### src/rtl/rou_pkg.sv
// rou_pkg: definitions shared by the rou message packer and the rou field
// decoder. It holds the command encodings, the byte-count width derivation
// and the bit offsets of each message field. The layout, LSB first, is
// cmd | tag | bytes | addr | data.
package rou_pkg;

   typedef enum logic [1:0] {
      CMD_ILL_00 = 2'b00,
      CMD_WRITE  = 2'b01,
      CMD_READ   = 2'b10,
      CMD_ILL_11 = 2'b11
   } rou_cmd_e;

   localparam int unsigned CMD_LSB = 0;
   localparam int unsigned CMD_W   = 2;
   localparam int unsigned TAG_LSB = CMD_LSB + CMD_W;

   // Width of the byte-count field for a given data width.
   function automatic int unsigned rou_bwid(input int unsigned dwid);
      case (dwid)
         512:     return 6;
         256:     return 5;
         128:     return 4;
         64:      return 3;
         default: return 2;
      endcase
   endfunction

   function automatic int unsigned rou_bytes_lsb(input int unsigned twid);
      return TAG_LSB + twid;
   endfunction

   function automatic int unsigned rou_addr_lsb(input int unsigned twid,
                                                input int unsigned bwid);
      return rou_bytes_lsb(twid) + bwid;
   endfunction

   function automatic int unsigned rou_data_lsb(input int unsigned twid,
                                                input int unsigned bwid,
                                                input int unsigned awid);
      return rou_addr_lsb(twid, bwid) + awid;
   endfunction

   function automatic logic rou_cmd_legal(input logic [1:0] cmd);
      return (cmd == CMD_WRITE) || (cmd == CMD_READ);
   endfunction

endpackage

### src/rtl/rou_tag_pool.sv
// rou_tag_pool: free pool of 2**TWID transaction tags.
// Ports:
//   clk, rst        clock, asynchronous active-high reset
//   alloc           take the lowest free tag this cycle
//   alloc_tag       lowest-index free tag (from registered bitmap)
//   any_free        at least one tag is free
//   ret_vld/ret_tag tag return strobe and value
//   tags_busy       number of outstanding tags
//   err_tag         one-cycle pulse: returned tag was not outstanding
module rou_tag_pool #(
   parameter int unsigned TWID = 5
) (
   input  logic            clk,
   input  logic            rst,
   input  logic            alloc,
   output logic [TWID-1:0] alloc_tag,
   output logic            any_free,
   input  logic            ret_vld,
   input  logic [TWID-1:0] ret_tag,
   output logic [TWID:0]   tags_busy,
   output logic            err_tag
);

   localparam int unsigned NTAG = 2 ** TWID;

   logic [NTAG-1:0] busy_q, busy_d;
   logic [TWID:0]   cnt_q, cnt_d;
   logic            err_tag_q, err_tag_d;
   logic            found;
   logic            ret_ok;

   // Lowest-index free tag, looked up in the bitmap as it stood at the
   // start of the cycle, so a same-cycle return is not visible yet.
   always_comb begin
      alloc_tag = '0;
      found     = 1'b0;
      for (int unsigned i = 0; i < NTAG; i++) begin
         if (!found && !busy_q[i]) begin
            alloc_tag = TWID'(i);
            found     = 1'b1;
         end
      end
   end

   assign any_free = found;

   // A return is only honoured for a tag busy at the start of the cycle.
   // Returning the tag being allocated right now therefore flags an error
   // and leaves the tag busy.
   assign ret_ok = ret_vld && busy_q[ret_tag];

   always_comb begin
      busy_d = busy_q;
      if (alloc) begin
         busy_d[alloc_tag] = 1'b1;
      end
      if (ret_ok) begin
         busy_d[ret_tag] = 1'b0;
      end
      cnt_d     = cnt_q + (TWID+1)'(alloc) - (TWID+1)'(ret_ok);
      err_tag_d = ret_vld && !ret_ok;
   end

   always_ff @(posedge clk or posedge rst) begin
      if (rst) begin
         busy_q    <= '0;
         cnt_q     <= '0;
         err_tag_q <= 1'b0;
      end else begin
         busy_q    <= busy_d;
         cnt_q     <= cnt_d;
         err_tag_q <= err_tag_d;
      end
   end

   assign tags_busy = cnt_q;
   assign err_tag   = err_tag_q;

endmodule

### src/rtl/rou_msg_pack.sv
// rou_msg_pack: transmit-side message builder for the rou bus.
// A request is tagged from the rou_tag_pool, packed as
// {data, addr, bytes, tag, cmd} and queued in a 2-entry output FIFO.
// Ports:
//   clk, rst                 clock, asynchronous active-high reset
//   req_vld/req_rdy          request handshake
//   req_cmd/addr/data/bytes  request fields (cmd 01=WRITE, 10=READ)
//   msg_vld/msg_rdy/msg      output message handshake and payload
//   tag_ret_vld/tag_ret      tag return from the responder side
//   tags_busy                outstanding tag count
//   err_cmd                  one-cycle pulse: illegal cmd accepted and dropped
//   err_tag                  one-cycle pulse: returned tag was not outstanding
module rou_msg_pack
   import rou_pkg::*;
#(
   parameter int unsigned DWID = 128,
   parameter int unsigned AWID = 32,
   parameter int unsigned TWID = 5,
   parameter int unsigned BWID = rou_bwid(DWID),
   parameter int unsigned WID  = 2 + DWID + AWID + BWID + TWID
) (
   input  logic            clk,
   input  logic            rst,
   input  logic            req_vld,
   output logic            req_rdy,
   input  logic [1:0]      req_cmd,
   input  logic [AWID-1:0] req_addr,
   input  logic [DWID-1:0] req_data,
   input  logic [BWID-1:0] req_bytes,
   output logic            msg_vld,
   input  logic            msg_rdy,
   output logic [WID-1:0]  msg,
   input  logic            tag_ret_vld,
   input  logic [TWID-1:0] tag_ret,
   output logic [TWID:0]   tags_busy,
   output logic            err_cmd,
   output logic            err_tag
);

   localparam int unsigned BYTES_LSB = rou_bytes_lsb(TWID);
   localparam int unsigned ADDR_LSB  = rou_addr_lsb(TWID, BWID);
   localparam int unsigned DATA_LSB  = rou_data_lsb(TWID, BWID, AWID);

   logic [1:0]      cnt_q, cnt_d;
   logic [WID-1:0]  head_q, head_d;
   logic [WID-1:0]  tail_q, tail_d;
   logic            err_cmd_q, err_cmd_d;

   logic            accept;
   logic            legal;
   logic            push;
   logic            pop;
   logic            any_free;
   logic [TWID-1:0] alloc_tag;
   logic [WID-1:0]  msg_new;

   // Ready depends only on registered FIFO occupancy and the tag bitmap.
   assign req_rdy = (cnt_q < 2'd2) && any_free;
   assign accept  = req_vld && req_rdy;
   assign legal   = rou_cmd_legal(req_cmd);
   assign push    = accept && legal;
   assign pop     = (cnt_q != 2'd0) && msg_rdy;

   rou_tag_pool #(
      .TWID (TWID)
   ) u_tag_pool (
      .clk       (clk),
      .rst       (rst),
      .alloc     (push),
      .alloc_tag (alloc_tag),
      .any_free  (any_free),
      .ret_vld   (tag_ret_vld),
      .ret_tag   (tag_ret),
      .tags_busy (tags_busy),
      .err_tag   (err_tag)
   );

   always_comb begin
      msg_new                        = '0;
      msg_new[CMD_LSB +: CMD_W]      = req_cmd;
      msg_new[TAG_LSB +: TWID]       = alloc_tag;
      msg_new[BYTES_LSB +: BWID]     = req_bytes;
      msg_new[ADDR_LSB +: AWID]      = req_addr;
      msg_new[DATA_LSB +: DWID]      = req_data;
   end

   // head_q is the visible entry; tail_q only holds a second message.
   always_comb begin
      head_d    = head_q;
      tail_d    = tail_q;
      cnt_d     = cnt_q;
      err_cmd_d = accept && !legal;
      case ({push, pop})
         2'b10: begin
            if (cnt_q == 2'd0) begin
               head_d = msg_new;
            end else begin
               tail_d = msg_new;
            end
            cnt_d = cnt_q + 2'd1;
         end
         2'b01: begin
            if (cnt_q == 2'd2) begin
               head_d = tail_q;
            end
            cnt_d = cnt_q - 2'd1;
         end
         2'b11: begin
            if (cnt_q == 2'd1) begin
               head_d = msg_new;
            end else begin
               head_d = tail_q;
               tail_d = msg_new;
            end
         end
         default: ;
      endcase
   end

   always_ff @(posedge clk or posedge rst) begin
      if (rst) begin
         cnt_q     <= '0;
         head_q    <= '0;
         tail_q    <= '0;
         err_cmd_q <= 1'b0;
      end else begin
         cnt_q     <= cnt_d;
         head_q    <= head_d;
         tail_q    <= tail_d;
         err_cmd_q <= err_cmd_d;
      end
   end

   assign msg_vld = (cnt_q != 2'd0);
   assign msg     = head_q;
   assign err_cmd = err_cmd_q;

endmodule

### config.mk
export PLATFORM = sky130hd
export DESIGN_NAME = rou_msg_pack
export DESIGN_NICKNAME = d
export VERILOG_FILES = /design/src/rtl/rou_pkg.sv /design/src/rtl/rou_tag_pool.sv /design/src/rtl/rou_msg_pack.sv
export SDC_FILE = /design/constraint.sdc
export NUM_CORES = 1
export LEC_CHECK = 0
export ABC_AREA = 1
export ABC_CLOCK_PERIOD_IN_PS = 14900
export CORE_UTILIZATION = 35
export CTS_CLUSTER_DIAMETER = 150
export DETAILED_ROUTE_END_ITERATION = 10
export GPL_TIMING_DRIVEN = 0
export PLACE_DENSITY_LB_ADDON = 0.12
export SYNTH_ARGS = -nofsm -noshare
export SYNTH_HDL_FRONTEND = slang
export SYNTH_SLANG_ARGS = --single-unit
### constraint.sdc
create_clock -name clk -period 14.9 [get_ports clk]
set_input_delay 3.725 -clock clk [delete_from_list [all_inputs] [get_ports clk]]
set_output_delay 3.725 -clock clk [all_outputs]
set_load 0.01 [all_outputs]
==> key figures <==
Status
  • Status: completed

Synthesis
  • Top post-synthesis cells by count: inv_1 (395), dfrtp_1 (384), o21ai_0 (354)
  • Biggest area consumer among synthesized cells: dfrtp_1
  • Synthesized flop and latch total: 384
  • Post-synth EDFFs: 0
  • Primary FF master, synth: dfrtp_1
  • Synth Net Count: 2,325
  • YS warnings: 0
  • Cell area after synthesis: 18,000 sq um
  • Post-synth cell types: 36
  • Top-area cell type share of the netlist area: ~53%
  • Sequential area share after synthesis: 53.4%
  • Most common cell in the netlist: inv_1
  • Avg Cell Area, Syn: 8.42 sq um
  • Ys async rst share: 100%
  • Synth Instances: 2,135
  • Largest cells by area after synthesis: dfrtp_1 (53%), o21ai_0 (9.9%), inv_1 (8.2%), o211ai_1 (6.5%), nand2_1 (6.3%)

Final layout
  • Layout cells sized above 1: 3.77%
  • Fillers: just under 5,000
  • Syn-to-layout area delta: 33.7%
  • Utilization after layout: between 40% and 50%
  • # nets final: 2,730

STA
  • RSZ-0062 raised after global routing: false
  • Final min period: 8290 ps
  • Setup_tns: 0 ps
  • Max transition margin: 23.1%
  • Fmax: 0.121 GHz
  • Finish-stage setup viols: 0
  • Worst clock skew: 22.5 ps
  • Fin. Hold Viols: 0
  • Period utilisation layout: 55.6%
  • Worst Tran Pin Value: 1150 ps
  • Final-report max-slew violation count: 0

Power and ir drop
  • Switching part of the total: 37.6%
  • Net Switching: 1860 uW
  • Combinational group share of total power: 40.5%
  • Clock power share: 23.4%
  • Static Leak: 0.0109 uW
  • Flop pwr share: 36.1%
  • Maximum vdd ir drop: 0.108 mV
  • Power Density: 206 nW/um^2
  • Final Total Pwr: 4950 uW
  • Power Internal: 3090 uW

Clocking
  • Worst-Skew Late Latency: 580 ps
  • CTS tree: yes
  • CTS Buffer Depth: 3
  • CTS Hold Bufs: 0
  • CTS root buf: clkbuf_16
  • CTS sink count: 384
  • Post-CTS Setup Bufs: 0
  • # resized after CTS: 0
  • H-tree Lvls: 2
  • Reg clk slew, reported paths: around 50 ps
  • Total CTS buffers: 45

Placed design
  • IO buf count: 355
  • Dpl hpwl: 41,100 microns
  • Routability Congestion: 0.858

Floorplan
  • I/O pins: 357
  • Die area: approximately 52,000 sq um
  • FP Rows: 82
  • Starting density of the core: 35.7%
  • Core area: about 50,000 sq um
  • Die Width: around 230 microns
  • Die height: 229 microns

Route
  • Pre-antenna DRT Iters: 5
  • # DRC: 0
  • DRT Wirelength: just under 60,000 microns
  • Vias post-DR: 16,200
  • Antenna-violating nets left: 0
  • Initial DRC Count: 997
  • DR vias/cell: 4.98
  • Wire per inst: 17.8 microns

Global routing
  • Overall Global Routing Usage: 22.1%
  • First-pass GRT wire length: 91,800 microns
  • Antenna violations before repair: 12
  • Total gr overflow: 0
  • Largest net degree at the start of global routing: 113
  • Number of global-route vias before repair: 16,500

Setup path
  • Endpoint type of the worst setup path: output pin
  • Slowest cell on crit path: clkdlybuf4s50_1
  • CP required: around 11,000 ps
  • CP Launch Type: register
  • Setup CP Type: register to output pin
  • Critical path cell sequence: nand2_1, nor2_2, nand4_1, nor2_2, nand4_1, nor2_2, nand4_1, nor2_2, nand4_1, nor2_2, nand4_2, nor2_4, nand4_4, nor2_1, nand4_1, nor2_1, nor2_1, buf_2, clkdlybuf4s50_1
  • CP arrival: 4560 ps
  • CP max FO: 10
  • CP peak stage delay: 500 ps

Run
  • Maxcap violations: 0

Worst hold path
  • Min-Delay Path Class: register to register
## cell usage in the layout, fill, tap and decap left out, types with 13 or more instances in the layout
master / synthesis / routed
nor2_1: 56 / 56
o211ai_1: 155 / 155
ha_1: 13 / 13
inv_1: 395 / 394
o22ai_1: 16 / 16
nand3_1: 173 / 173
clkbuf_16: 0 / 46
clkbuf_1: 133 / 143
nand2_1: 301 / 301
clkbuf_8: 0 / 15
clkdlybuf4s50_1: 0 / 355
a21oi_1: 42 / 42
nand4_1: 49 / 49
o21ai_0: 354 / 354
dfrtp_1: 384 / 384
## per-stage QoR
stage	setup WS (ps)	std cells	instance area, sq um	hold slack (ps)
global placement	-4670	3162	22400	466
floorplan	504	2135	18000	454
global route	6110	3250	24000	505
CTS	6600	3247	24000	484
finish	6610	3250	24000	481
detailed placement	6310	3165	22500	469
## cell families after synthesis
kind of cell               Yosys count  synth area share, %
and+or+nand+nor                    605                 15.1
AOI/OAI and AO/OA                  580                 18.5
buffers and inverters              544                 11.5
DFF                                384                 53.4
adders and majority gates           14                 1.02
xor gates and xnor gates             8                0.390
## state kept, by name, summed over array words and instances (netlist names)
signal / cells
msg: 171
tail_q: 171
u_tag_pool.busy_q: 32
u_tag_pool.tags_busy: 6
cnt_q: 2
err_cmd: 1
u_tag_pool.err_tag: 1
## layout make-up
| class | count | area [sq um] | area share (%) |
|---|---|---|---|
| flip-flops and latches | 384 | 9610 | 40.0 |
| repair buffers | 358 | 3640 | 15.1 |
| well taps | 672 | 841 | 3.50 |
| inverters | 399 | 1510 | 6.26 |
| clock inverters | 11 | 170 | 0.708 |
| clock buffers | 71 | 1400 | 5.80 |
| multi-input cells | 1207 | 6310 | 26.2 |
| diodes | 3 | 7.51 | 0.0312 |
| plain buffers | 145 | 571 | 2.37 |
## power groups by stage
stage                     Clock (uW)  Sequential [uW]  Combinational (uW)
after floorplan                    0             1860                 942
final                           1160             1790                2010
after CTS                       1180             1790                2040
after global placement             0             1790                1990
after global routing            1220             1840                2240
after detailed placement           0             1790                2030
## critical path: cells and delay by family, from the launching register on
| kind | cells | cell delay [ps] |
|---|---|---|
| buffers and inverters | 2 | 710 |
| and+or+nand+nor | 17 | 2920 |
| DFF | 1 | 380 |
## layer usage
| metal | track usage [%] | vias up | part of all wire [%] |
|---|---|---|---|
| li1 | - | 7851 | - |
| met1 | 29.8 | 7765 | 45 |
| met2 | 34.3 | 461 | 45 |
| met3 | 5.84 | 99 | 7.0 |
| met4 | 7.42 | 16 | 2.6 |
| met5 | 0 | - | 0.17 |
## worst paths after layout
path / cells after the start / from / to / slack (ps)
max in group asynchronous: 4 / rst / msg[15]$_DFFE_PP0P_ / 9930
min in group asynchronous: 2 / rst / msg[94]$_DFFE_PP0P_ / 3640
worst min register to register: 2 / msg[163]$_DFFE_PP0P_ / msg[163]$_DFFE_PP0P_ / 480
worst max register to register: 28 / u_tag_pool.busy_q[1]$_DFF_PP0_ / msg[13]$_DFFE_PP0P_ / 8550
worst min-delay path: 2 / msg[163]$_DFFE_PP0P_ / msg[163]$_DFFE_PP0P_ / 480
worst max-delay path: 19 / u_tag_pool.busy_q[1]$_DFF_PP0_ / req_rdy / 6610
No activity file was read; power rests on OpenSTA's default activity.
